[src/rtl/hsid_pkg.sv]
// Shared definitions for the vector-stream sequencer.
//   HSID_DATA_WIDTH      default element width
//   HSID_HSP_BANDS_WIDTH default band-count width
//   OUT_BUF_DEPTH        entries in the result output buffer
//   OUT_BUF_CNT_W        width of the output buffer occupancy count
//   seq_state_e          sequencer FSM states
package hsid_pkg;

    localparam int unsigned HSID_DATA_WIDTH      = 16;
    localparam int unsigned HSID_HSP_BANDS_WIDTH = 8;

    localparam int unsigned OUT_BUF_DEPTH = 2;
    localparam int unsigned OUT_BUF_CNT_W = $clog2(OUT_BUF_DEPTH + 1);

    typedef enum logic [2:0] {
        StIdle,
        StStart,
        StFeed,
        StWait,
        StDone
    } seq_state_e;

endpackage

[src/rtl/vctr_strm_skid.sv]
// Small valid/ready output buffer (OUT_BUF_DEPTH entries, FIFO order).
//   clk, rst_n          clock, asynchronous active-low reset
//   in_valid/in_data    write side; in_ready high when an entry is free or one leaves this cycle
//   out_valid/out_data  oldest entry; out_ready pops it
//   count               current occupancy
module vctr_strm_skid import hsid_pkg::*; #(
    parameter int unsigned DATA_WIDTH = HSID_DATA_WIDTH
) (
    input  logic                     clk,
    input  logic                     rst_n,
    input  logic                     in_valid,
    input  logic [DATA_WIDTH-1:0]    in_data,
    output logic                     in_ready,
    output logic                     out_valid,
    output logic [DATA_WIDTH-1:0]    out_data,
    input  logic                     out_ready,
    output logic [OUT_BUF_CNT_W-1:0] count
);

    localparam int unsigned PtrW = (OUT_BUF_DEPTH > 1) ? $clog2(OUT_BUF_DEPTH) : 1;

    logic [DATA_WIDTH-1:0]    mem_q [OUT_BUF_DEPTH];
    logic [PtrW-1:0]          rd_ptr_q, wr_ptr_q;
    logic [OUT_BUF_CNT_W-1:0] count_q;
    logic                     push, pop;

    function automatic logic [PtrW-1:0] ptr_inc(input logic [PtrW-1:0] p);
        if (p == PtrW'(OUT_BUF_DEPTH - 1)) begin
            return '0;
        end
        return p + PtrW'(1);
    endfunction

    assign out_valid = (count_q != '0);
    assign out_data  = mem_q[rd_ptr_q];
    // A full buffer may still accept when its head leaves in the same cycle.
    assign in_ready  = (count_q < OUT_BUF_CNT_W'(OUT_BUF_DEPTH)) | out_ready;
    assign push      = in_valid & in_ready;
    assign pop       = out_valid & out_ready;
    assign count     = count_q;

    always_ff @(posedge clk or negedge rst_n) begin
        if (!rst_n) begin
            rd_ptr_q <= '0;
            wr_ptr_q <= '0;
            count_q  <= '0;
        end else begin
            if (push) begin
                wr_ptr_q <= ptr_inc(wr_ptr_q);
            end
            if (pop) begin
                rd_ptr_q <= ptr_inc(rd_ptr_q);
            end
            if (push && !pop) begin
                count_q <= count_q + OUT_BUF_CNT_W'(1);
            end else if (pop && !push) begin
                count_q <= count_q - OUT_BUF_CNT_W'(1);
            end
        end
    end

    // Storage needs no reset; occupancy gates visibility.
    always_ff @(posedge clk) begin
        if (push) begin
            mem_q[wr_ptr_q] <= in_data;
        end
    end

endmodule

[src/rtl/vctr_strm_seq.sv]
// Vector-stream sequencer: runs a job of job_vctrs vector pairs through an
// external datapath, feeding both source streams jointly and returning results.
//   clk, rst_n                   clock, asynchronous active-low reset
//   job_start/job_vctrs/job_length  job request (length 0 means 2**HSP_BANDS_WIDTH)
//   busy, job_done, vctr_idx     job status
//   s1_*, s2_*                   source streams (valid/ready)
//   m_*                          result stream (valid/ready)
//   dp_*                         datapath control, push and pop ports
module vctr_strm_seq import hsid_pkg::*; #(
    parameter int unsigned DATA_WIDTH      = HSID_DATA_WIDTH,
    parameter int unsigned HSP_BANDS_WIDTH = HSID_HSP_BANDS_WIDTH,
    parameter int unsigned VCTR_CNT_WIDTH  = 8
) (
    input  logic                       clk,
    input  logic                       rst_n,
    input  logic                       job_start,
    input  logic [VCTR_CNT_WIDTH-1:0]  job_vctrs,
    input  logic [HSP_BANDS_WIDTH-1:0] job_length,
    output logic                       busy,
    output logic                       job_done,
    output logic [VCTR_CNT_WIDTH-1:0]  vctr_idx,
    input  logic                       s1_valid,
    input  logic [DATA_WIDTH-1:0]      s1_data,
    output logic                       s1_ready,
    input  logic                       s2_valid,
    input  logic [DATA_WIDTH-1:0]      s2_data,
    output logic                       s2_ready,
    output logic                       m_valid,
    output logic [DATA_WIDTH-1:0]      m_data,
    input  logic                       m_ready,
    output logic                       dp_v1_en,
    output logic [DATA_WIDTH-1:0]      dp_v1,
    output logic                       dp_v2_en,
    output logic [DATA_WIDTH-1:0]      dp_v2,
    input  logic                       dp_v1_full,
    input  logic                       dp_v2_full,
    output logic                       dp_out_en,
    input  logic [DATA_WIDTH-1:0]      dp_out,
    input  logic                       dp_out_empty,
    output logic [HSP_BANDS_WIDTH-1:0] dp_vector_length,
    output logic                       dp_start,
    input  logic                       dp_done,
    input  logic                       dp_idle,
    input  logic                       dp_ready
);

    // One bit wider so a zero length field can count to 2**HSP_BANDS_WIDTH.
    localparam int unsigned CntW = HSP_BANDS_WIDTH + 1;

    seq_state_e                 state_q;
    logic [HSP_BANDS_WIDTH-1:0] length_q;
    logic [CntW-1:0]            len_q;
    logic [VCTR_CNT_WIDTH-1:0]  vctrs_q;
    logic [VCTR_CNT_WIDTH-1:0]  vctr_idx_q;
    logic [CntW-1:0]            in_cnt_q;
    logic [CntW-1:0]            out_cnt_q;
    logic                       inflight_q;

    logic                       in_feed;
    logic                       push;
    logic                       m_pop;
    logic [CntW-1:0]            job_len_dec;
    logic [CntW-1:0]            out_cnt_nxt;
    logic [OUT_BUF_CNT_W-1:0]   buf_count;
    logic [2:0]                 buf_pending;
    logic                       buf_in_ready;
    logic                       unused_sigs;

    always_comb begin
        job_len_dec = {1'b0, job_length};
        if (job_length == '0) begin
            job_len_dec = {1'b1, {HSP_BANDS_WIDTH{1'b0}}};
        end
    end

    assign in_feed = (state_q == StFeed);

    // Joint handshake: an element is taken from both sources or from neither.
    assign push = in_feed & s1_valid & s2_valid & ~dp_v1_full & ~dp_v2_full & (in_cnt_q < len_q);

    assign s1_ready = push;
    assign s2_ready = push;
    assign dp_v1_en = push;
    assign dp_v2_en = push;
    assign dp_v1    = s1_data;
    assign dp_v2    = s2_data;

    assign m_pop = m_valid & m_ready;

    // Pop the datapath only if the word returning next cycle is sure to find a slot.
    assign buf_pending = 3'(buf_count) + 3'(inflight_q) - 3'(m_pop);
    assign dp_out_en   = (state_q != StIdle) & ~dp_out_empty
                       & (buf_pending < 3'(OUT_BUF_DEPTH));

    assign out_cnt_nxt = out_cnt_q + CntW'(in_feed & m_pop);

    assign busy             = (state_q != StIdle);
    assign job_done         = (state_q == StDone);
    assign dp_start         = (state_q == StStart);
    assign vctr_idx         = vctr_idx_q;
    assign dp_vector_length = length_q;

    always_ff @(posedge clk or negedge rst_n) begin
        if (!rst_n) begin
            state_q    <= StIdle;
            length_q   <= '0;
            len_q      <= '0;
            vctrs_q    <= '0;
            vctr_idx_q <= '0;
            in_cnt_q   <= '0;
            out_cnt_q  <= '0;
            inflight_q <= 1'b0;
        end else begin
            inflight_q <= dp_out_en;
            if (push) begin
                in_cnt_q <= in_cnt_q + CntW'(1);
            end
            if (in_feed) begin
                out_cnt_q <= out_cnt_nxt;
            end

            unique case (state_q)
                StIdle: begin
                    if (job_start) begin
                        length_q   <= job_length;
                        len_q      <= job_len_dec;
                        vctrs_q    <= job_vctrs;
                        vctr_idx_q <= '0;
                        in_cnt_q   <= '0;
                        out_cnt_q  <= '0;
                        state_q    <= (job_vctrs != '0) ? StStart : StDone;
                    end
                end
                StStart: begin
                    if (dp_ready) begin
                        in_cnt_q  <= '0;
                        out_cnt_q <= '0;
                        state_q   <= StFeed;
                    end
                end
                StFeed: begin
                    if (out_cnt_nxt == len_q) begin
                        state_q <= StWait;
                    end
                end
                StWait: begin
                    if (dp_idle) begin
                        if (vctr_idx_q + VCTR_CNT_WIDTH'(1) == vctrs_q) begin
                            state_q <= StDone;
                        end else begin
                            vctr_idx_q <= vctr_idx_q + VCTR_CNT_WIDTH'(1);
                            state_q    <= StStart;
                        end
                    end
                end
                StDone: begin
                    state_q <= StIdle;
                end
                default: begin
                    state_q <= StIdle;
                end
            endcase
        end
    end

    vctr_strm_skid #(
        .DATA_WIDTH (DATA_WIDTH)
    ) u_out_buf (
        .clk       (clk),
        .rst_n     (rst_n),
        .in_valid  (inflight_q),
        .in_data   (dp_out),
        .in_ready  (buf_in_ready),
        .out_valid (m_valid),
        .out_data  (m_data),
        .out_ready (m_ready),
        .count     (buf_count)
    );

    // dp_done carries no extra information here; buffer space is guaranteed by dp_out_en.
    assign unused_sigs = dp_done ^ buf_in_ready;

endmodule

[config.mk]
export PLATFORM = sky130hd
export DESIGN_NAME = vctr_strm_seq
export DESIGN_NICKNAME = d
export VERILOG_FILES = /design/src/rtl/hsid_pkg.sv /design/src/rtl/vctr_strm_skid.sv /design/src/rtl/vctr_strm_seq.sv
export SDC_FILE = /design/constraint.sdc
export NUM_CORES = 1
export LEC_CHECK = 0
export ABC_AREA = 1
export CORE_AREA = 2 2 110 138
export CTS_BUF_LIST = sky130_fd_sc_hd__clkbuf_4 sky130_fd_sc_hd__clkbuf_8
export DETAILED_ROUTE_END_ITERATION = 8
export DIE_AREA = 0 0 112 140
export GPL_ROUTABILITY_DRIVEN = 0
export PLACE_DENSITY = 0.63
export SLEW_MARGIN = 20
export SYNTH_ARGS = -nofsm -noshare
export SYNTH_HDL_FRONTEND = slang
export SYNTH_SLANG_ARGS = --single-unit
[constraint.sdc]
create_clock -name clk -period 4.15 [get_ports clk]
set_clock_uncertainty 0.2 [all_clocks]
set_input_delay 0.415 -clock clk [delete_from_list [all_inputs] [get_ports clk]]
set_output_delay 0.415 -clock clk [all_outputs]
set_load 0.05 [all_outputs]
### Word-level counts from Yosys, hierarchy flattened

Memories as Yosys holds them, arrays and structs flattened.
Cells that the tools add are included.
Widths: inputs -> output; s select.

* register bits after elaboration: 59
* bits in latches: 0
* bits in writable memories: 32
* memory bits (read-only): 0
* bits of input ports: 76
* output and inout port bits: 73
* logic and storage cells: 95
* memories: 1

* add/sub/neg operators: 9
* multipliers: 0
* div/mod/pow operators: 0
* magnitude comparators: 3
* eq/ne operators: 11
* shift-type cells: 0
* mux-type cells: 32
* bitwise gates (word level): 14
* reductions and logical operators: 14

Memories
* u_out_buf.mem_q: depth 2, width 16, read ports 1, clocked after memory_dff 0, wr ports 1, RTL line vctr_strm_skid.sv:22 `logic [DATA_WIDTH-1:0] mem_q [OUT_BUF_DEPTH];`

Operators with widths (count)
* $mux 9: 7
* $pmux 9 s2: 2
* $mux 8: 3
* $mux 3: 6
* $pmux 8 s2: 1
* $pmux 3 s4: 1
* $and 1x1->1: 10
* $mux 1: 10
* $add 9x1->9: 1
* $add 9x1->9 const B: 1
* $eq 9x9->1: 1
* $lt 9x9->1: 1
* $add 8x1->8 const B: 1
* $eq 8x8->1: 1
* $logic_not 8->1: 1
* $reduce_and 4->1: 2
* $reduce_bool 8->1: 1
* $eq 3x2->1 const B: 2
* $ne 2x2->1 const B: 3
* $reduce_bool 2->1: 3
* $mux 2: 2
* $ne 2x1->1 const B: 2
* $add 2x1->3: 1
* $eq 3x1->1 const B: 1
* other kinds (14): 19

### Depth between registers and ports, before layout

Gate-level depths: netlist of run 1.

* word-level depth: 9
* gate-level depth with buffers: 18
* depth with buffers taken out: 18

### Cells and area by module

Synthesis of run 1 repeated with hierarchy kept, for this count alone.

* cells, all modules: 632
* area total of the unflattened synthesis: 5151.2 um^2

By module, submodules not included
* vctr_strm_seq: instances 1, cells each 519, area an instance 3718.6 um^2
* vctr_strm_skid: instances 1, cells each 113, area an instance 1432.6 um^2

### Worst setup path before layout of run 1

Ideal clock, no wire load.

* path kind: register to output
* start point: register u_out_buf.count_q[1] (netlist: u_out_buf.count[1])
* end point: output port dp_out_en
* data arrival time: 3.116 ns
* slack: 0.419 ns
* stages on the path, launching flop included: 11
* cells stage by stage: dfrtp_1 inv_1 nand2_1 nand2_1 inv_1 ha_1 inv_1 nand2_1 fa_1 nand3_1 nor3_1

* word-level cells in the longest chain between the ends: 5
* elaborated cells on any way between the ends: 6

Ends and longest elaborated chain
* start, declared: RTL line vctr_strm_skid.sv:24 `logic [OUT_BUF_CNT_W-1:0] count_q;`
* start signal, assigned: RTL line vctr_strm_skid.sv:55 `count_q <= count_q + OUT_BUF_CNT_W'(1);`
* start signal, assigned: RTL line vctr_strm_skid.sv:57 `count_q <= count_q - OUT_BUF_CNT_W'(1);`
* $reduce_bool 2->1: RTL line vctr_strm_skid.sv:34 `assign out_valid = (count_q != '0);`
* net m_valid: RTL line vctr_strm_seq.sv:28 `output logic m_valid,`
* $and 1x1->1: RTL line vctr_strm_seq.sv:88 `assign m_pop = m_valid & m_ready;`
* $sub 3x1->3: RTL line vctr_strm_seq.sv:91 `assign buf_pending = 3'(buf_count) + 3'(inflight_q) - 3'(m_pop);`
* $lt 3x2->1: RTL line vctr_strm_seq.sv:93 `& (buf_pending < 3'(OUT_BUF_DEPTH));`
* $and 1x1->1: RTL line vctr_strm_seq.sv:93
* end, declared: RTL line vctr_strm_seq.sv:37 `output logic dp_out_en,`

The timed path passes the listed nets, and every way through them passes these cells.

### Worst setup path in the final report of run 1

* start point: register u_out_buf.count_q[1] (netlist: u_out_buf.count[1])
* end point: output port dp_out_en

* word-level cells in the longest chain between the ends: 5
* elaborated cells on any way between the ends: 6

Ends and longest elaborated chain (RTL line)
* parallel branches: the longest is 2 deep, another holds $add 2x1->3
* $sub 3x1->3 (*): vctr_strm_seq.sv:91
* $lt 3x2->1 (*): vctr_strm_seq.sv:93
* $and 1x1->1 (*): vctr_strm_seq.sv:93

Every way passes the cells marked *.

==> reports/qor.yml, run 1 <==
detailed_routing:
  firstDrtPassIters: 5
  dr.first_iter.drc_count: 193
  avgViaCountPerCell: 4.81
  wire_per_inst_microns: 13.7
  dr_total_vias: 4032
  drc: 0
  finalWirelength_microns: 11400
  ant_nets: 0
cells_and_area:
  antenna-diode-count: 0
  mostFrequentLayoutCells: "196 x nand2_1, 82 x clkdlybuf4s50_1, 65 x inv_1, 59 x dfrtp_1, 50 x nand3_1"
  finish.instance_area_sq_um: 5930
  drive_gt1_share_pct: 5.15
  area_growth_syn_to_layout_pct: 20.1
  layout_commonest_cell: "nand2_1"
  final_nets: 746
cts:
  cts_setup_buffers: 0
  clockBufferDepth: 2
  htreeDepth: 3
  root_buffer: "clkbuf_8"
  clkLatencyLatePin_ns: 0.36
  cts_tree: "yes"
  cts_buffers: 9
  clk_pin_slew_worst_paths_ns: 0.09
  clock-sinks: 91
  cts-resized-gates: 0
  holdBufCountCts: 0
grt:
  busiest_layer: "met2"
  gr-usage-met2_pct: 26.0
  grt_start_max_net_pins: 60
  grtUsageTotal_pct: 14.9
  overflow: 0
  use_met3_pct: 3.72
  antenna_found_initial: 0
  use_met1_pct: 17.7
  grt_pass1_wl_microns: 19000
  grt_pass1_vias: 3886
sta:
  worst_slew_pin_slew_ns: 0.832
  grt_setup_unrepaired: "no"
  slew_headroom_pct: 44.4
  setup_viol: 0
  tns_ns: 0
  period_minus_slack_ns: 3.81
  fmax_mhz: 262
  slew_viol_final: 0
  timing.hold.ws_ns: -0.00505
  finalHoldViolations: 2
  final.period_utilization_pct: 91.9
floorplan:
  fp.dieW_microns: 112
  pin_count: 149
  start_util_pct: 34.4
  die_h_microns: 140
  row_count: 49
  core_sq_um: 14300
  die_area_sq_um: 15700
worst_setup_path:
  slowest_delay_ns: 0.86
  worst-setup-path-type: "register to output pin"
  arrival_ns: 3.20
  end_kind: "output pin"
  critical_path.cell_chain: "inv_1, nand2_1, nand2_1, inv_1, ha_1, inv_1, nand2_1, fa_1, nand3_1, nor3_1, clkdlybuf4s50_1"
  cp.required_ns: 3.53
  critPathLaunchType: "register"
  cp_slowest_cell: "clkdlybuf4s50_1"
  crit_fanout: 5
job:
  cap_viol_max_count: 0
power_and_ir_drop:
  vdd_drop_max_mv: 0.443
  power.share.clock_pct: 17.0
  pwr-share-seq_pct: 33.8
  pwr-share-comb_pct: 49.1
  intPower_uw: 2170
  leakagePower_uw: 0.00275
  netSwitchingPower_uw: 1810
  p_per_area_nw_per_um2: 671
  swShare_pct: 45.4
yosys:
  syn_nets: 693
  ys_ff_latch: 91
  synth_cell_types: 36
  synth_area_leaders: "dfrtp_1 30%, edfxtp_1 19%, nand2_1 15%, buf_4 5.3%, nand3_1 5.1%"
  syn-cell-area_sq_um: 4930
  seq_area_frac_synth_pct: 49.4
  synth_top_family_by_area: "simple AND/OR/NAND/NOR gates"
  muxShareOfSynthArea_pct: 0
  synth_xor_area_share_pct: 1.78
  avgSynthCellArea_sq_um: 8.20
  synth_simple_gate_area_share_pct: 26.5
  yosys.area.top_type: "dfrtp_1"
  syn_inst: 602
  synth_compound_area_share_pct: 6.64
  synth_top_area_share_pct: 29.9
  yosys_warnings: 0
  synth_fa_ha_area_share_pct: 3.96
place:
  port_buffers: 83
  detailed_place_hpwl_microns: 8430
  place_area_sq_um: 5700
status:
  violations: "hold timing"
  outcome: "complete, but fails checks"
min_path:
  hold_class: "primary input to asynchronous set/reset pin"
-- power groups by stage --
stage                     clock network [uW]  logic [uW]  registers, uW
after detailed placement                   0        1970           1360
after CTS                                696        1970           1350
final                                    676        1950           1350
after global placement                     0        1930           1350
after global routing                     733        2150           1380
after floorplan                            0        1330           1460
-- per-layer routing --
metal / up-vias / part of all wire, %
met1: 1879 / 41
met2: 118 / 51
met3: 34 / 5.1
met4: 0 / 2.7
met5: - / 0
li1: 2001 / -
-- synth_stat cells --
cell / count
nand4_1: 3
fa_1: 1
inv_1: 65
clkinv_1: 1
dfrtp_1: 59
nor3_4: 1
xnor2_1: 5
nand3_1: 50
nand2_2: 2
xor2_1: 5
nor3b_1: 1
inv_2: 4
edfxtp_1: 32
nor2_8: 1
buf_2: 3
nand3_2: 1
nor2_1: 45
ha_1: 14
o21ai_2: 1
a31oi_1: 2
buf_4: 35
buf_6: 1
o21ai_0: 28
o21bai_1: 1
nand2_1: 196
nor3_1: 4
a21oi_2: 1
o21ai_1: 3
clkbuf_1: 7
nand3b_1: 4
o2111ai_1: 1
or3_4: 1
nor4_1: 1
a21oi_1: 17
o211ai_1: 3
o22ai_1: 3
-- per-stage QoR --
stage / hold slack (ns) / worst slack (ns) / total power (uW) / util, % / cells
after global routing: 0.0568 / 0.152 / 4260 / 41.3 / 838
final: -0.00505 / 0.336 / 3970 / 41.3 / 838
after detailed placement: 0.264 / 0.466 / 3330 / 39.8 / 822
after CTS: 0.0328 / 0.302 / 4020 / 41.3 / 838
after global placement: 0.259 / 0.552 / 3280 / 39.8 / 822
after floorplan: -0.0806 / 0.419 / 2790 / - / 602
-- final timing paths --
| kind | slack [ns] | cells after the start | to | startpoint |
|---|---|---|---|---|
| hold reg to reg | 0.27 | 1 | u_out_buf.count[0]$_DFFE_PN0P_ | u_out_buf.count[0]$_DFFE_PN0P_ |
| setup reg to reg | 1.02 | 16 | state_q[2]$_DFFE_PN0P_ | state_q[2]$_DFFE_PN0P_ |
| min in group clk | 0.27 | 1 | u_out_buf.count[0]$_DFFE_PN0P_ | u_out_buf.count[0]$_DFFE_PN0P_ |
| max in group asynchronous | 3.23 | 2 | u_out_buf.wr_ptr_q$_DFFE_PN0P_ | rst_n |
| setup / recovery | 0.34 | 11 | dp_out_en | u_out_buf.count[1]$_DFFE_PN0P_ |
| hold / removal | -0.005 | 2 | dp_vector_length[0]$_DFFE_PN0P_ | rst_n |
-- cells by family after synthesis --
| group | count (synthesis) |
|---|---|
| buffers and inverters | 116 |
| AOI/OAI and AO/OA | 60 |
| and+or+nand+nor | 310 |
| xor gates and xnor gates | 10 |
| DFF | 91 |
| adders and majority gates | 15 |
-- flip-flops by register name, indices dropped and copies added (netlist names) --
name and count:
inflight_q 1, state_q 3, dp_vector_length 8, in_cnt_q 9, len_q 9, u_out_buf.rd_ptr_q 1, u_out_buf.count 2, vctr_idx 8
out_cnt_q 9, u_out_buf.wr_ptr_q 1, vctrs_q 8, u_out_buf.mem_q 32
-- critical path: cells and delay by family, from the launching register on --
| kind | cells | cell delay [ns] |
|---|---|---|
| buffers and inverters | 4 | 1.11 |
| adders and majority gates | 2 | 0.76 |
| and+or+nand+nor | 5 | 0.57 |
| DFF | 1 | 0.41 |
-- final cells by class --
type / count / area (sq um)
tap: 178 / 223
inverter: 70 / 263
clock buffer: 11 / 139
timing repair buffer: 88 / 863
clock inverter: 5 / 83.8
multi-input combinational: 395 / 1920
sequential: 91 / 2440
fill: 1483 / 8420
No activity file was read; power rests on OpenSTA's default activity.
==> run 2: changes to the inputs <==
CORE_AREA = 2 2 112 141   (was 2 2 110 138)
DIE_AREA = 0 0 114 143   (was 0 0 112 140)
PLACE_DENSITY = 0.62   (was 0.63)
SYNTH_HIERARCHICAL = 1   (was not set)
==> reports/qor.yml, run 2 <==
sta:
  tns_ns: 0
  setup_viol: 0
  slew_viol_final: 0
  slew_headroom_pct: 51.9
  grt_setup_unrepaired: "no"
  period_minus_slack_ns: 3.87
  worst_slew_pin_slew_ns: 0.722
  timing.hold.ws_ns: 0.280
  final.period_utilization_pct: 93.3
  finalHoldViolations: 0
  fmax_mhz: 258
cells_and_area:
  regMostFlops: "u_out_buf/mem_q"
  seqCellArea_sq_um: 2440
  fill_cells: 1510
  antenna-diode-count: 0
  largest_reg_flops: 32
  drive_gt1_share_pct: 6.95
  mostFrequentLayoutCells: "196 x nand2_1, 82 x clkdlybuf4s50_1, 80 x inv_1, 59 x dfrtp_1, 47 x nand3_1"
  area_growth_syn_to_layout_pct: 18.6
  multi_input_area_sq_um: 2030
  layout_commonest_cell: "nand2_1"
  final_nets: 777
power_and_ir_drop:
  power.total_uw: 3950
  leakagePower_uw: 0.00285
  vdd_drop_max_mv: 0.197
  p_per_area_nw_per_um2: 646
yosys:
  avgSynthCellArea_sq_um: 8.15
  synth_cell_types: 40
  syn_nets: 723
  synth_edf_count: 32
  yosys-top-cells-count: "196 x nand2_1, 80 x inv_1, 59 x dfrtp_1"
  yosys.area.top_type: "dfrtp_1"
  syn_inst: 632
  synth_area_leaders: "dfrtp_1 29%, edfxtp_1 19%, nand2_1 14%, inv_1 5.8%, buf_4 5.1%"
  synth_top_area_share_pct: 28.7
  synth_async_sr_flop_share_pct: 64.8
  yosys_warnings: 6
  yosysMostFrequentCell: "nand2_1"
  seq_area_frac_synth_pct: 47.3
  ys_ff_latch: 91
  synth_ff_type: "dfrtp_1"
  syn-cell-area_sq_um: 5150
worst_setup_path:
  worst-setup-path-type: "register to output pin"
  crit_fanout: 5
  critPathLaunchType: "register"
  arrival_ns: 3.26
  cp.required_ns: 3.53
  end_kind: "output pin"
cts:
  clk_pin_slew_worst_paths_ns: 0.10
  cts_setup_buffers: 0
  clock-sinks: 91
  root_buffer: "clkbuf_8"
  clockBufferDepth: 2
  htreeDepth: 3
  cts_buffers: 9
  cts_tree: "yes"
  clkLatencyLatePin_ns: 0.37
grt:
  overflow: 0
  grtUsageTotal_pct: 14.2
  antenna_found_initial: 0
  grt_start_max_net_pins: 31
  grt_pass1_wl_microns: 18200
  grt_pass1_vias: 3888
status:
  outcome: "finished clean"
floorplan:
  row_count: 50
  core_sq_um: 14900
  start_util_pct: 34.6
  die_area_sq_um: 16300
  pin_count: 149
  fp.dieW_microns: 114
  die_h_microns: 143
detailed_routing:
  dr_wl_met2_microns: 5770
  dr.first_iter.drc_count: 252
  ant_nets: 0
  wl_met1_microns: 5040
  dr_total_vias: 4139
  drc: 0
  finalWirelength_microns: 11500
  dr.max_layer_used: "met4"
  avgViaCountPerCell: 4.74
  met3_length_microns: 545
  wire_per_inst_microns: 13.1
  firstDrtPassIters: 5
place:
  detailed_place_hpwl_microns: 8670
  port_buffers: 83
job:
  cap_viol_max_count: 0
min_path:
  hold_class: "register to register"
## run 2: cell types whose count changed after synthesis, sizes merged, moves of 3 or more
cell and delta:
inv +14, nand2 +9, a211oi +5, nor2 +5, a21oi -3, nand3b -3, nand4 +3, nor4 +3
## run 2: power breakdown
group          internal, uW  total (uW)  switching [uW]  leakage, uW
combinational           660        2000            1340      0.00169
sequential             1170        1340             179      0.00106
clock                   239         600             362     0.000101
total                  2060        3950            1880      0.00285
## run 2: critical path, cell delays in order (launching register included)
cell             delay (ns)
dfrtp_1                0.45
inv_1                  0.12
nand2_2                0.07
nand2_1                0.11
inv_1                  0.05
ha_1                   0.27
inv_1                  0.06
nand2_1                0.06
fa_1                   0.37
xnor2_1                0.16
nand2_1                0.06
nor3_1                 0.23
clkdlybuf4s50_1        0.88
## run 2: metrics by stage
stage / setup slack [ns] / utilization, % / cell area, sq um / cells
CTS: 0.257 / 41.0 / 6110 / 873
finish: 0.278 / 41.0 / 6110 / 873
detailed placement: 0.422 / 39.6 / 5900 / 856
global placement: 0.502 / 39.6 / 5900 / 856
floorplan: 0.619 / - / 5150 / 632
global route: 0.0973 / 41.0 / 6110 / 873
## run 2: layer usage
metal	vias up	global-route usage, %
li1	2100	-
met1	1929	17.2
met2	96	25.2
met3	14	2.80
met4	0	4.49
met5	-	0
## run 2: cells by family after synthesis
kind of cell    Yosys count  synth area share, %
compound gates           60                 6.56
xor+xnor                 12                 2.04
fa+ha+maj                15                 3.79
buf+inv                 130                 13.2
flops                    91                 47.3
simple gates            324                 27.1
## run 2: timing repair
action,4_1_cts,5_1_grt
hold endpoints to repair,29,0
resized for setup,0,0
hold buffers,1,0
## run 2: cell type report
cell class | instances | area share, %
inverter | 84 | 5.51
clock inverter | 7 | 1.21
tap | 182 | 3.73
sequential | 91 | 39.9
clock buffer | 9 | 2.03
multi-input combinational | 411 | 33.3
timing repair buffer | 89 | 14.3
## run 2: path summary, 6_finish.rpt
check | to | startpoint | depth (start not counted) | slack, ns
worst max-delay path | dp_out_en | u_out_buf/count[1]$_DFFE_PN0P_ | 12 | 0.28
worst min-delay path | dp_vector_length[3]$_DFFE_PN0P_ | dp_vector_length[3]$_DFFE_PN0P_ | 2 | 0.28
worst max register to register | state_q[0]$_DFFE_PN0P_ | state_q[0]$_DFFE_PN0P_ | 16 | 1.27
worst min register to register | dp_vector_length[3]$_DFFE_PN0P_ | dp_vector_length[3]$_DFFE_PN0P_ | 2 | 0.28
max in group asynchronous | len_q[3]$_DFFE_PN0P_ | rst_n | 3 | 2.46
min in group asynchronous | in_cnt_q[6]$_DFF_PN0_ | rst_n | 2 | 0.43
==> run 3: changes to the inputs <==
PLACE_DENSITY = 0.6   (was 0.62)
REMOVE_ABC_BUFFERS = 1   (was not set)
clock period = 4.7 ns   (was 4.15 ns; I/O delays follow)
==> reports/qor.yml, run 3 (same netlist as run 2, synthesis figures left out) <==
sta:
  tns_ns: 0
  fmax_mhz: 253
  setup_viol: 0
  final.period_utilization_pct: 84.2
  period_minus_slack_ns: 3.96
  slew_headroom_pct: 48.1
  finalHoldViolations: 0
  grt_setup_unrepaired: "no"
  worst_slew_pin_slew_ns: 0.778
  slew_viol_final: 0
grt:
  grt_start_max_net_pins: 60
  overflow: 0
  antenna_found_initial: 0
  grt_pass1_vias: 4135
  grtUsageTotal_pct: 16.4
  grt_pass1_wl_microns: 20800
floorplan:
  start_util_pct: 34.6
  core_sq_um: 14900
  die_area_sq_um: 16300
  die_h_microns: 143
  fp.dieW_microns: 114
  pin_count: 149
  row_count: 50
cts:
  cts_buffers: 9
  clock-sinks: 91
  holdBufCountCts: 0
  cts_setup_buffers: 0
  cts-resized-gates: 0
  htreeDepth: 3
  clk_pin_slew_worst_paths_ns: 0.10
  cts_tree: "yes"
  clockBufferDepth: 2
  root_buffer: "clkbuf_8"
  clkLatencyLatePin_ns: 0.38
power_and_ir_drop:
  intPower_uw: 1870
  swShare_pct: 47.0
  vdd_drop_max_mv: 0.189
  netSwitchingPower_uw: 1660
  pwr-share-comb_pct: 50.1
  p_per_area_nw_per_um2: 577
  pwr-share-seq_pct: 33.8
  leakagePower_uw: 0.00285
  power.share.clock_pct: 16.0
  power.total_uw: 3530
worst_setup_path:
  worst-setup-path-type: "register to output pin"
  slowest_delay_ns: 0.88
  r2r_slack_ns: 1.90
  critical_path.cell_chain: "inv_1, nand2_2, nand2_1, inv_1, ha_1, inv_1, nand2_1, fa_1, xnor2_1, nand2_1, nor3_1, clkdlybuf4s50_1"
  crit_fanout: 5
  cp.required_ns: 4.03
  worstPathBufferInverterCount: 4
  cpLargestDelayFamily: "buffers and inverters"
  cp_slowest_cell: "clkdlybuf4s50_1"
  end_kind: "output pin"
  critPathLaunchType: "register"
  arrival_ns: 3.29
cells_and_area:
  antenna-diode-count: 0
  drive_gt1_share_pct: 6.96
  regMostFlops: "u_out_buf/mem_q"
  fill_cells: 1497
  layout_commonest_cell: "nand2_1"
  largest_reg_flops: 32
  mostFrequentLayoutCells: "196 x nand2_1, 82 x clkdlybuf4s50_1, 80 x inv_1, 59 x dfrtp_1, 47 x nand3_1"
  area_growth_syn_to_layout_pct: 18.5
  final_nets: 776
place:
  detailed_place_hpwl_microns: 9580
  port_buffers: 83
detailed_routing:
  dr.first_iter.drc_count: 267
  wire_per_inst_microns: 14.8
  firstDrtPassIters: 4
  dr_total_vias: 4239
  avgViaCountPerCell: 4.86
  finalWirelength_microns: 12900
  drc: 0
  ant_nets: 0
status:
  outcome: "finished clean"
job:
  cap_viol_max_count: 0
min_path:
  hold_class: "primary input to asynchronous set/reset pin"
-- run 3: per-layer routing --
| metal | GRT usage, % | part of all wire, % | wire length (microns) |
|---|---|---|---|
| met1 | 19.8 | 44 | 5650 |
| met2 | 27.0 | 48 | 6130 |
| met3 | 5.22 | 7.4 | 960 |
| met4 | 6.74 | 1.2 | 155 |
| met5 | 2.86 | 0 | 0 |
-- run 3: metrics by stage --
step           hold slack (ns)  utilization [%]  setup slack [ns]  cell area, sq um  instances
4_1_cts                 0.0591             41.0             0.691              6100        872
6_report                0.0379             41.0             0.742              6100        872
3_3_place_gp             0.259             39.6             0.928              5900        856
3_5_place_dp             0.262             39.6             0.825              5900        856
2_1_floorplan          -0.0256                -              1.11              4810        586
5_1_grt                  0.101             41.0             0.563              6100        872
-- run 3: power by group through the flow --
stage,Sequential (uW),Clock (uW),Combinational (uW)
after detailed placement,1210,0,1780
after floorplan,1300,0,1110
final,1190,566,1770
after global placement,1200,0,1750
after global routing,1220,614,1950
after CTS,1200,584,1790
-- run 3: worst register-to-register path, stage by stage (launching register included) --
cell     delay, ns
dfrtp_1       0.45
inv_2         0.09
nand3_2       0.22
nor2_1        0.17
ha_1          0.21
ha_1          0.20
nand2_1       0.12
nor2_1        0.26
nand2_1       0.08
nand2_1       0.09
nand2_1       0.05
inv_1         0.06
nor2_1        0.04
nor2_1        0.11
nand3_1       0.09
nand2_1       0.08
nand2_1       0.08
nand2_1       0.06
nand2_1       0.04
-- run 3: final timing paths --
check	startpoint	to	cells after the start
worst max-delay path	u_out_buf/count[1]$_DFFE_PN0P_	dp_out_en	12
worst min-delay path	rst_n	state_q[1]$_DFFE_PN0P_	2
worst max register to register	state_q[0]$_DFFE_PN0P_	state_q[0]$_DFFE_PN0P_	18
worst min register to register	dp_vector_length[0]$_DFFE_PN0P_	dp_vector_length[0]$_DFFE_PN0P_	2
max in group asynchronous	rst_n	in_cnt_q[0]$_DFF_PN0_	2
min in group clk	dp_vector_length[0]$_DFFE_PN0P_	dp_vector_length[0]$_DFFE_PN0P_	2
-- run 3: layout make-up --
type | instances | area [sq um] | area share [%]
flip-flops and latches | 91 | 2440 | 39.9
clock inverters | 7 | 81.3 | 1.33
multi-input cells | 411 | 2030 | 33.3
clock buffers | 9 | 124 | 2.03
repair buffers | 88 | 863 | 14.1
inverters | 84 | 337 | 5.51
well taps | 182 | 228 | 3.73
==> variant (flow settings as in run 3) <==
Change the package constant `HSID_HSP_BANDS_WIDTH` from 8 to 9.
--- a/src/rtl/hsid_pkg.sv
+++ b/src/rtl/hsid_pkg.sv
@@ -7,7 +7,7 @@
 package hsid_pkg;
 
     localparam int unsigned HSID_DATA_WIDTH      = 16;
-    localparam int unsigned HSID_HSP_BANDS_WIDTH = 8;
+    localparam int unsigned HSID_HSP_BANDS_WIDTH = 9;
 
     localparam int unsigned OUT_BUF_DEPTH = 2;
     localparam int unsigned OUT_BUF_CNT_W = $clog2(OUT_BUF_DEPTH + 1);
Ports: changed (resized dp_vector_length and job_length); port bits go from 149 to 151. No check against the original RTL was run, so the function may have changed too.
==> variant against run 3 <==
  * Clock power down 11%
  * Area after synthesis up 3.2%
  * Design area up 2.4%
  * Register-to-register slack worse by 0.42 ns
  * Sequential cell count up 4
  * Sequential share of layout area up 0.68 points
  * Core utilization up 0.97 points
  * Synthesized cell count up 4.4%
  * Count of clock-buffer cells in the layout unchanged
  * Routed wire length down 0.14%
  * Power down 0.83%
  * Setup slack better by 0.084 ns
  * Critical endpoint unchanged
  * Highest routed layer is now met5
==> variant: results (changes against run 3) <==
Outcome
  • Status: completed (unchanged)

Clock tree
  • Clock transition at the registers of the reported paths: 0.10 ns (about the same)
  • H-tree depth: 3 (unchanged)
  • Latest clock arrival within the worst-skew pair: 0.38 ns (about the same)
  • Setup bufs post-CTS: 0 (unchanged)
  • Resized Gates After CTS: 0 (unchanged)

Synthesis
  • Sequential share of the synthesized area: 47.73% (was 47.32%)
  • Top cells by area, synth: dfrtp_1 (30%), edfxtp_1 (18%), nand2_1 (16%), buf_4 (5.1%), inv_1 (5.0%) (was dfrtp_1 (29%), edfxtp_1 (19%), nand2_1 (14%), inv_1 (5.8%), buf_4 (5.1%))
  • Synth async-reset ratio: 66.32% (was 64.84%)
  • Commonest cells post-synth: nand2_1 (222), inv_1 (71), dfrtp_1 (63) (was nand2_1 (196), inv_1 (80), dfrtp_1 (59))
  • Unique masters post-synth: 42 (was 40)

GRT
  • GR Util All Layers: 16.63% (was 16.45%)
  • Largest net degree at the start of global routing: 64 (was 60)
  • Global-route wire length before repair: 21180 um (was 20770 um)
  • Initial antenna violation count: 0 (unchanged)
  • Vias in the first global route: 4276 (was 4135)

Routing
  • WL per Instance: 14.26 um (was 14.79 um)
  • First-iteration detailed-routing DRC count: 196 (was 267)
  • Vias per cell: 4.807 (was 4.861)

Critical path
  • Delay-heaviest family, CP: buffers and inverters (unchanged)
  • Crit path from: u_out_buf/count[1] (unchanged)
  • RR Startpoint: state_q[2] (was state_q[0])
  • Reg2Reg Setup Slack: 1.48 ns (was 1.90 ns)
  • Worst path max stage delay: 0.87 ns
  • Max FO, Critical Path: 5 (unchanged)
  • Depth of the worst register-to-register path: 18 (unchanged)
  • Arr. time, crit path: 3.20 ns (was 3.29 ns)
  • Reg2reg end: state_q[0] (unchanged)

Pwr
  • P_seq: 1.23 mW (was 1.19 mW)
  • Sw Share: 47.57% (was 47.01%)
  • Lkg Pwr: 2.910 nW (was 2.852 nW)
  • Peak VDD IR: 0.2349 mV (was 0.1886 mV)
  • Combinational Power Share: 50.5% (was 50.1%)

Timing
  • Slew HR: 45.31% (was 48.15%)
  • Fmax: 258.1 MHz (was 252.6 MHz)
  • Worst hold slack: 0.05271 ns (was 0.03793 ns)

Cells and area
  • Max reg flops: 32 (unchanged)
  • Largest register by flop count: u_out_buf/mem_q (unchanged)
  • ANT cells: 0 (unchanged)
  • Share of cells above drive strength 1: 5.964% (was 6.957%)
  • Fillers: 1540 (was 1497)
  • Nets: 809 (was 776)

Placement
  • PortBufs: 85 (was 83)
  • Pre-CTS setup slack: 0.8756 ns (was 0.8245 ns)
  • DP Wirelength: 9646 um (was 9583 um)
[variant: routing by layer]
layer	up-vias	global-route usage (%)	wire [um]
li1	2172	-	-
met4	2	5.905	250
met3	20	6.494	1035
met2	150	27.01	6024
met5	-	3.175	30
met1	1997	19.81	5538
[variant: kinds of logic after synthesis]
kind of cell,Yosys count,synth area share [%]
multiplexers,1,0.1883
AO/OA/AOI/OAI,52,5.319
AND/OR/NAND/NOR,363,28.90
buffers and inverters,122,12.14
flip-flops,95,47.73
XOR/XNOR,11,1.812
adder cells (fa/ha/maj),16,3.907
[variant: metrics by stage]
stage | instance area [um^2] | instances
detailed placement | 6078 | 887
global placement | 6078 | 887
finish | 6248 | 903
floorplan | 4967 | 615
CTS | 6248 | 903
global route | 6248 | 903
[variant: final cells by class]
cell class | instances | area share, %
clock buffers | 9 | 1.982
clock inverters | 7 | 0.7409
inverters | 77 | 4.746
multi-input cells | 443 | 34.14
flip-flops and latches | 95 | 40.61
well taps | 182 | 3.644
repair buffers | 90 | 14.14
